--- config.mk ---
export PLATFORM = sky130hd
export DESIGN_NAME = bus_transfer_sequencer_flat
export DESIGN_NICKNAME = d
export VERILOG_FILES = /design/src/rtl/bus_transfer_sequencer_if.sv /design/src/rtl/bus_transfer_sequencer.sv /design/src/flat_wrapper.sv
export SDC_FILE = /design/constraint.sdc
export NUM_CORES = 1
export LEC_CHECK = 0
export CAP_MARGIN = 20
export CORE_AREA = 2 2 99 101
export CTS_BUF_LIST = sky130_fd_sc_hd__clkbuf_16
export DETAILED_ROUTE_END_ITERATION = 6
export DIE_AREA = 0 0 101 103
export DONT_BUFFER_PORTS = 1
export GPL_ROUTABILITY_DRIVEN = 0
export PLACE_DENSITY_LB_ADDON = 0.15
export SKIP_LAST_GASP = 1
export SYNTH_ARGS = -nofsm -noshare
export SYNTH_HDL_FRONTEND = slang
export SYNTH_SLANG_ARGS = --single-unit
--- constraint.sdc ---
create_clock -name clock -period 3.73 [get_ports clock]
set_input_delay 0.373 -clock clock [delete_from_list [all_inputs] [get_ports clock]]
set_output_delay 0.373 -clock clock [all_outputs]
set_load 0.1 [all_outputs]
--- src/rtl/bus_transfer_sequencer_if.sv ---
// Command handshake, memory strobe and bus-enable bundle between the control unit
// (master) and the bus transfer sequencer (slave).
interface bus_transfer_sequencer_if;
  logic        cmd_valid;
  logic        cmd_ready;
  logic [4:0]  cmd_src;
  logic [4:0]  cmd_dst;
  logic        cmd_wait;
  logic        mem_done;
  logic [23:0] src_oe;
  logic [23:0] dst_we;
  logic        mem_read;
  logic        busy;
  logic        err;
  logic [15:0] xfer_count;

  modport master (
    output cmd_valid, cmd_src, cmd_dst, cmd_wait, mem_done,
    input  cmd_ready, src_oe, dst_we, mem_read, busy, err, xfer_count
  );

  modport slave (
    input  cmd_valid, cmd_src, cmd_dst, cmd_wait, mem_done,
    output cmd_ready, src_oe, dst_we, mem_read, busy, err, xfer_count
  );
endinterface

--- src/rtl/bus_transfer_sequencer.sv ---
// Queues (src, dst, wait) register-transfer commands and issues them one per cycle as one-hot
// bus enables. Define BUS_SEQ_STATS_EN to build the 16-bit completed-transfer counter.
module bus_transfer_sequencer #(
  parameter int FIFO_DEPTH   = 4,
  parameter int WAIT_TIMEOUT = 15
) (
  input logic                     clock,
  input logic                     clear,
  bus_transfer_sequencer_if.slave bus
);
  localparam int PtrW = $clog2(FIFO_DEPTH);
  localparam int CntW = $clog2(FIFO_DEPTH + 1);

  typedef struct packed {
    logic [4:0] src;
    logic [4:0] dst;
    logic       wait_mem;
  } cmd_t;

  typedef enum logic [1:0] {IDLE, ISSUE, WAIT_MEM} state_e;

  cmd_t            fifo_q [FIFO_DEPTH];
  logic [PtrW-1:0] wr_ptr_q, wr_ptr_d, rd_ptr_q, rd_ptr_d;
  logic [CntW-1:0] count_q, count_d;
  state_e          state_q, state_d;
  cmd_t            cur_q, cur_d;
  logic [7:0]      wait_q, wait_d;
  logic [23:0]     src_oe_q, src_oe_d, dst_we_q, dst_we_d;
  logic            mem_read_q, mem_read_d;
  logic            err_q, err_d;
  logic            full, empty, pop, accept, illegal, push, timeout;

  assign empty   = (count_q == '0);
  assign full    = (count_q == CntW'(FIFO_DEPTH));
  assign pop     = (state_q != WAIT_MEM) && !empty;
  // A pop this cycle frees a slot, so a full queue that is draining still takes a command.
  assign bus.cmd_ready = !full || pop;
  assign accept  = bus.cmd_valid && bus.cmd_ready;
  assign illegal = (bus.cmd_src >= 5'd24) || (bus.cmd_dst >= 5'd24);
  assign push    = accept && !illegal;
  assign timeout = (state_q == WAIT_MEM) && !bus.mem_done && (wait_q == 8'(WAIT_TIMEOUT - 1));

  always_ff @(posedge clock) begin
    if (push) begin
      fifo_q[wr_ptr_q] <= '{src: bus.cmd_src, dst: bus.cmd_dst, wait_mem: bus.cmd_wait};
    end
  end

  always_comb begin
    wr_ptr_d = wr_ptr_q + PtrW'(push);
    rd_ptr_d = rd_ptr_q + PtrW'(pop);
    count_d  = count_q + CntW'(push) - CntW'(pop);
  end

  always_ff @(posedge clock) begin
    if (!clear) begin
      state_q    <= IDLE;
      wr_ptr_q   <= '0;
      rd_ptr_q   <= '0;
      count_q    <= '0;
      cur_q      <= '0;
      wait_q     <= '0;
      src_oe_q   <= '0;
      dst_we_q   <= '0;
      mem_read_q <= 1'b0;
      err_q      <= 1'b0;
    end else begin
      state_q    <= state_d;
      wr_ptr_q   <= wr_ptr_d;
      rd_ptr_q   <= rd_ptr_d;
      count_q    <= count_d;
      cur_q      <= cur_d;
      wait_q     <= wait_d;
      src_oe_q   <= src_oe_d;
      dst_we_q   <= dst_we_d;
      mem_read_q <= mem_read_d;
      err_q      <= err_d;
    end
  end

  always_comb begin
    state_d = state_q;
    cur_d   = cur_q;
    wait_d  = wait_q;
    unique case (state_q)
      IDLE, ISSUE: begin
        if (pop) begin
          cur_d   = fifo_q[rd_ptr_q];
          wait_d  = '0;
          state_d = fifo_q[rd_ptr_q].wait_mem ? WAIT_MEM : ISSUE;
        end else begin
          state_d = IDLE;
        end
      end
      WAIT_MEM: begin
        if (bus.mem_done) begin
          state_d = ISSUE;
        end else if (timeout) begin
          state_d = IDLE;
        end else begin
          wait_d = wait_q + 8'd1;
        end
      end
      default: state_d = IDLE;
    endcase
  end

  // Outputs are decoded from the next state so they leave the flops aligned with the state.
  always_comb begin
    src_oe_d   = '0;
    dst_we_d   = '0;
    mem_read_d = (state_d == WAIT_MEM);
    err_d      = (accept && illegal) || timeout;
    if (state_d == ISSUE) begin
      src_oe_d = 24'(1) << cur_d.src;
      dst_we_d = 24'(1) << cur_d.dst;
    end
  end

  assign bus.src_oe   = src_oe_q;
  assign bus.dst_we   = dst_we_q;
  assign bus.mem_read = mem_read_q;
  assign bus.err      = err_q;
  assign bus.busy     = !empty || (state_q != IDLE);

`ifdef BUS_SEQ_STATS_EN
  logic [15:0] xfer_q;

  always_ff @(posedge clock) begin
    if (!clear) begin
      xfer_q <= '0;
    end else if (state_q == ISSUE) begin
      xfer_q <= xfer_q + 16'd1;
    end
  end

  assign bus.xfer_count = xfer_q;
`else
  assign bus.xfer_count = 16'd0;
`endif
endmodule

--- src/flat_wrapper.sv ---
// flat-port wrapper written by rule: the top's interface ports become plain ports
module bus_transfer_sequencer_flat 
#(
  parameter int FIFO_DEPTH   = 4,
  parameter int WAIT_TIMEOUT = 15
)
  (clock, clear, bus_cmd_valid, bus_cmd_src, bus_cmd_dst, bus_cmd_wait, bus_mem_done, bus_cmd_ready, bus_src_oe, bus_dst_we, bus_mem_read, bus_busy, bus_err, bus_xfer_count);
  bus_transfer_sequencer_if bus_i ();
  input logic clock;
  input logic clear;
  input wire logic [$bits(bus_i.cmd_valid)-1:0] bus_cmd_valid;
  input wire logic [$bits(bus_i.cmd_src)-1:0] bus_cmd_src;
  input wire logic [$bits(bus_i.cmd_dst)-1:0] bus_cmd_dst;
  input wire logic [$bits(bus_i.cmd_wait)-1:0] bus_cmd_wait;
  input wire logic [$bits(bus_i.mem_done)-1:0] bus_mem_done;
  output wire logic [$bits(bus_i.cmd_ready)-1:0] bus_cmd_ready;
  output wire logic [$bits(bus_i.src_oe)-1:0] bus_src_oe;
  output wire logic [$bits(bus_i.dst_we)-1:0] bus_dst_we;
  output wire logic [$bits(bus_i.mem_read)-1:0] bus_mem_read;
  output wire logic [$bits(bus_i.busy)-1:0] bus_busy;
  output wire logic [$bits(bus_i.err)-1:0] bus_err;
  output wire logic [$bits(bus_i.xfer_count)-1:0] bus_xfer_count;
  assign bus_i.cmd_valid = bus_cmd_valid;
  assign bus_i.cmd_src = bus_cmd_src;
  assign bus_i.cmd_dst = bus_cmd_dst;
  assign bus_i.cmd_wait = bus_cmd_wait;
  assign bus_i.mem_done = bus_mem_done;
  assign bus_cmd_ready = bus_i.cmd_ready;
  assign bus_src_oe = bus_i.src_oe;
  assign bus_dst_we = bus_i.dst_we;
  assign bus_mem_read = bus_i.mem_read;
  assign bus_busy = bus_i.busy;
  assign bus_err = bus_i.err;
  assign bus_xfer_count = bus_i.xfer_count;
  bus_transfer_sequencer #(.FIFO_DEPTH(FIFO_DEPTH), .WAIT_TIMEOUT(WAIT_TIMEOUT)) u_core (.clock(clock), .clear(clear), .bus(bus_i));
endmodule
==> results.py <==
metrics = {
    "run_status": {
        "status": "complete, no violations",
    },
    "clock_tree": {
        "clock_path_buffers": 2,
        "insertion_delay_ps": 400,
        "htree_levels": 4,
        "cts_resized": 0,
        "path_clk_slew_ps": 60,
        "postCtsSetupRepairBufs": 0,
        "cts_buffers": 17,
        "cts_sinks": 121,
        "cts-root-buf": "clkbuf_16",
        "cts_tree": "yes",
        "holdBufCountCts": 0,
    },
    "grt": {
        "grt_first_pass_wirelength_um": 13880,
        "overflow": 0,
        "grt_start_max_net_pins": 26,
        "antenna_found_initial": 0,
        "grt_pass1_vias": 2724,
        "grt_usage_pct": 17.64,
    },
    "run": {
        "max_cap_viol_count": 0,
    },
    "layout": {
        "finalNetCount": 426,
        "syn2layout_area_growth_pct": 15.32,
        "regArea_sq_um": 2863,
        "drive_gt1_share_pct": 14.39,
        "antenna_cells": 0,
        "n_fill_cell": 819,
        "multi_input_area_sq_um": 1555,
    },
    "routing": {
        "wl_per_cell_um": 15.90,
        "drt-initial-drc-count": 99,
        "route.vias.total": 2809,
        "antenna_left": 0,
        "drc": 0,
        "dr.pass1.iters": 4,
        "routed_wl_um": 8441,
        "avgViaCountPerCell": 5.290,
    },
    "worst_setup_path": {
        "cp-end-kind": "flip-flop",
        "ff2ff_setup_slack_ps": 860,
        "cpMaxStageDelayCell": "dfxtp_1",
        "worstSetupPathType": "reg2reg",
        "cp_cell_sequence": "nor2b_1 -> nand4_1 -> buf_4 -> and3_1 -> ha_1 -> fa_1 -> xor2_1 -> xnor2_1 -> and2_1",
        "crit_path_start_kind": "flip-flop",
        "path_max_fanout": 17,
        "cp.arrival_ps": 3160,
        "required_ps": 4020,
        "cp_slowest_stage_delay_ps": 660,
    },
    "logic_synthesis": {
        "post_synth_mux_area_share_pct": 5.407,
        "synth-xor-area-share_pct": 1.529,
        "yosys.area_share.adder_pct": 2.075,
        "yosysUniqueCellTypes": 46,
        "yosysTopAreaCellShare_pct": 33.64,
        "synth_ff_type": "dfxtp_1",
        "ys_seq_elements": 121,
        "ys_warn_count": 0,
        "syn_area_sq_um": 4582,
        "synth_top_cell_by_area": "dfxtp_1",
        "synth_compound_area_share_pct": 6.608,
        "synth_top_family_by_area": "simple AND/OR/NAND/NOR gates",
        "synth_edf_count": 44,
        "async_flop_share_pct": 0,
        "syn_avg_cell_area_sq_um": 11.75,
        "synth_area_leaders": "dfxtp_1 (34%), edfxtp_1 (29%), nor2_1 (5.5%)",
        "synth-simple-area-share_pct": 17.01,
        "synth_cells": 390,
        "yosysSeqAreaShare_pct": 62.48,
    },
    "sta": {
        "fmax_mhz": 348.4,
        "fin_crit_sh_pct": 76.96,
        "setup_viol": 0,
        "skew_ps": 6.097,
        "worstMarginPinSlew_ps": 960.4,
        "grt_setup_unrepaired": "no",
        "hold_viol": 0,
        "fin_tns_setup_ps": 0,
        "relSlewSlack_pct": 35.89,
        "maxSlewViolCount": 0,
        "min_period_ps": 2871,
        "layout_setup_ws_ps": 859.3,
    },
    "placed_design": {
        "dp_slack_ps": 851.4,
        "portBuffers": 0,
        "hpwl_um": 5745,
    },
    "hold_path": {
        "hp-class": "in2reg",
    },
    "floorplan": {
        "die_y_um": 103,
        "start_util_pct": 48.44,
        "io_pins": 83,
        "die_x_um": 101,
        "die_area_sq_um": 10400,
        "rows": 36,
        "core_area_sq_um": 9459,
    },
    "power": {
        "leakage_nw": 1.934,
        "ir_drop_mv": 0.3532,
        "power-per-cell-area_nw_per_um2": 882.9,
        "total_power_w": 0.004665,
    },
}
[critical path: cells and delay by family, from the launching register on]
| kind | cells | cell delay (ps) |
|---|---|---|
| buf+inv | 1 | 250 |
| flops | 1 | 660 |
| fa+ha+maj | 2 | 620 |
| simple gates | 4 | 950 |
| xor+xnor | 2 | 280 |
[report_power, final]
| group | switching [W] | leakage, nW | total [W] | internal, W |
|---|---|---|---|---|
| logic | 0.000769 | 0.604 | 0.00117 | 0.000403 |
| registers | 0.000339 | 1.02 | 0.00184 | 0.00150 |
| clock network | 0.000587 | 0.305 | 0.00165 | 0.00107 |
| total | 0.00169 | 1.93 | 0.00466 | 0.00297 |
[flip-flops by register name, indices dropped and copies added (netlist names)]
signal,cells
u_core.bus.err,1
u_core.fifo_q,44
u_core.count_q,3
u_core.bus.src_oe,24
u_core.state_q,2
u_core.bus.mem_read,1
u_core.bus.dst_we,24
u_core.cur_q,10
u_core.rd_ptr_q,2
u_core.wait_q,8
u_core.wr_ptr_q,2
[cells in the final DEF (no fill, tap or decap), types with 6 or more instances in the layout]
master | synthesis | layout
buf_4 | 16 | 8
and2_1 | 9 | 9
xor2_1 | 6 | 6
mux4_2 | 11 | 11
nand2b_1 | 6 | 6
edfxtp_1 | 44 | 44
nor2_1 | 67 | 67
a31oi_1 | 9 | 9
nor3_1 | 7 | 7
inv_1 | 12 | 13
nand2_1 | 30 | 30
and3_1 | 9 | 9
clkinv_4 | 0 | 6
a21boi_0 | 11 | 11
clkbuf_16 | 0 | 19
ha_1 | 6 | 6
dfxtp_1 | 77 | 77
conb_1 | 1 | 16
a21oi_1 | 6 | 6
nor4b_1 | 6 | 6
[cell type report]
class	instances	share of cell area, %
Clock inverter	13	2.700
Clock buffer	19	8.998
Tap cell	114	2.700
Timing Repair Buffer	8	1.137
Inverter	12	0.8525
Sequential cell	121	54.18
Multi-Input combinational cell	244	29.43
[logic make-up (layout without fill, tap and decap cells)]
group	count (synthesis)	in the layout
other cells	1	16
mux	11	11
fa+ha+maj	7	7
compound gates	42	42
simple gates	160	160
xor+xnor	8	8
buf+inv	40	52
flops	121	121
[metrics by stage]
stage / area, sq um / utilization (%) / hold slack, ps / std cells
6_report: 5284 / 55.86 / 63.49 / 531
5_1_grt: 5284 / 55.86 / 42.25 / 531
4_1_cts: 5284 / 55.86 / 49.87 / 531
3_5_place_dp: 4666 / 49.33 / 472.0 / 499
3_3_place_gp: 4666 / 49.33 / 465.2 / 499
2_1_floorplan: 4638 / - / 452.0 / 405
[per-layer routing]
layer	routed length [um]	GRT usage, %	up-vias
met3	461	5.695	11
met1	3755	21.67	1353
met2	4118	29.03	73
met4	106	7.173	0
li1	-	-	1372
met5	0	0	-
[cell usage after synthesis (2+ instances only)]
cell type / n
nand3_1: 5
and2_1: 9
edfxtp_1: 44
a22oi_1: 3
nand2_1: 30
nor3b_1: 2
nand2b_1: 6
xnor2_1: 2
a21boi_0: 11
nand4_1: 4
and3_1: 9
a31oi_1: 9
o21ai_0: 3
or3_1: 2
xor2_1: 6
dfxtp_1: 77
buf_4: 16
nor4_1: 4
inv_1: 12
or2_2: 2
ha_1: 6
buf_2: 2
o21ai_2: 4
a21oi_1: 6
nor3_1: 7
mux4_2: 11
nor4b_1: 6
nor2_1: 67
clkbuf_1: 8
[final timing paths]
| path | from | to | cells after the start |
|---|---|---|---|
| worst max register to register | u_core.state_q[1] | u_core.count_q[2] | 9 |
| worst max-delay path | u_core.state_q[1] | u_core.count_q[2] | 9 |
| worst min register to register | u_core.cur_q[2] | u_core.cur_q[2] | 2 |
| worst min-delay path | bus_cmd_dst[3] | u_core.fifo_q[2][4] | 0 |
Power figures use the tool's default switching activity.
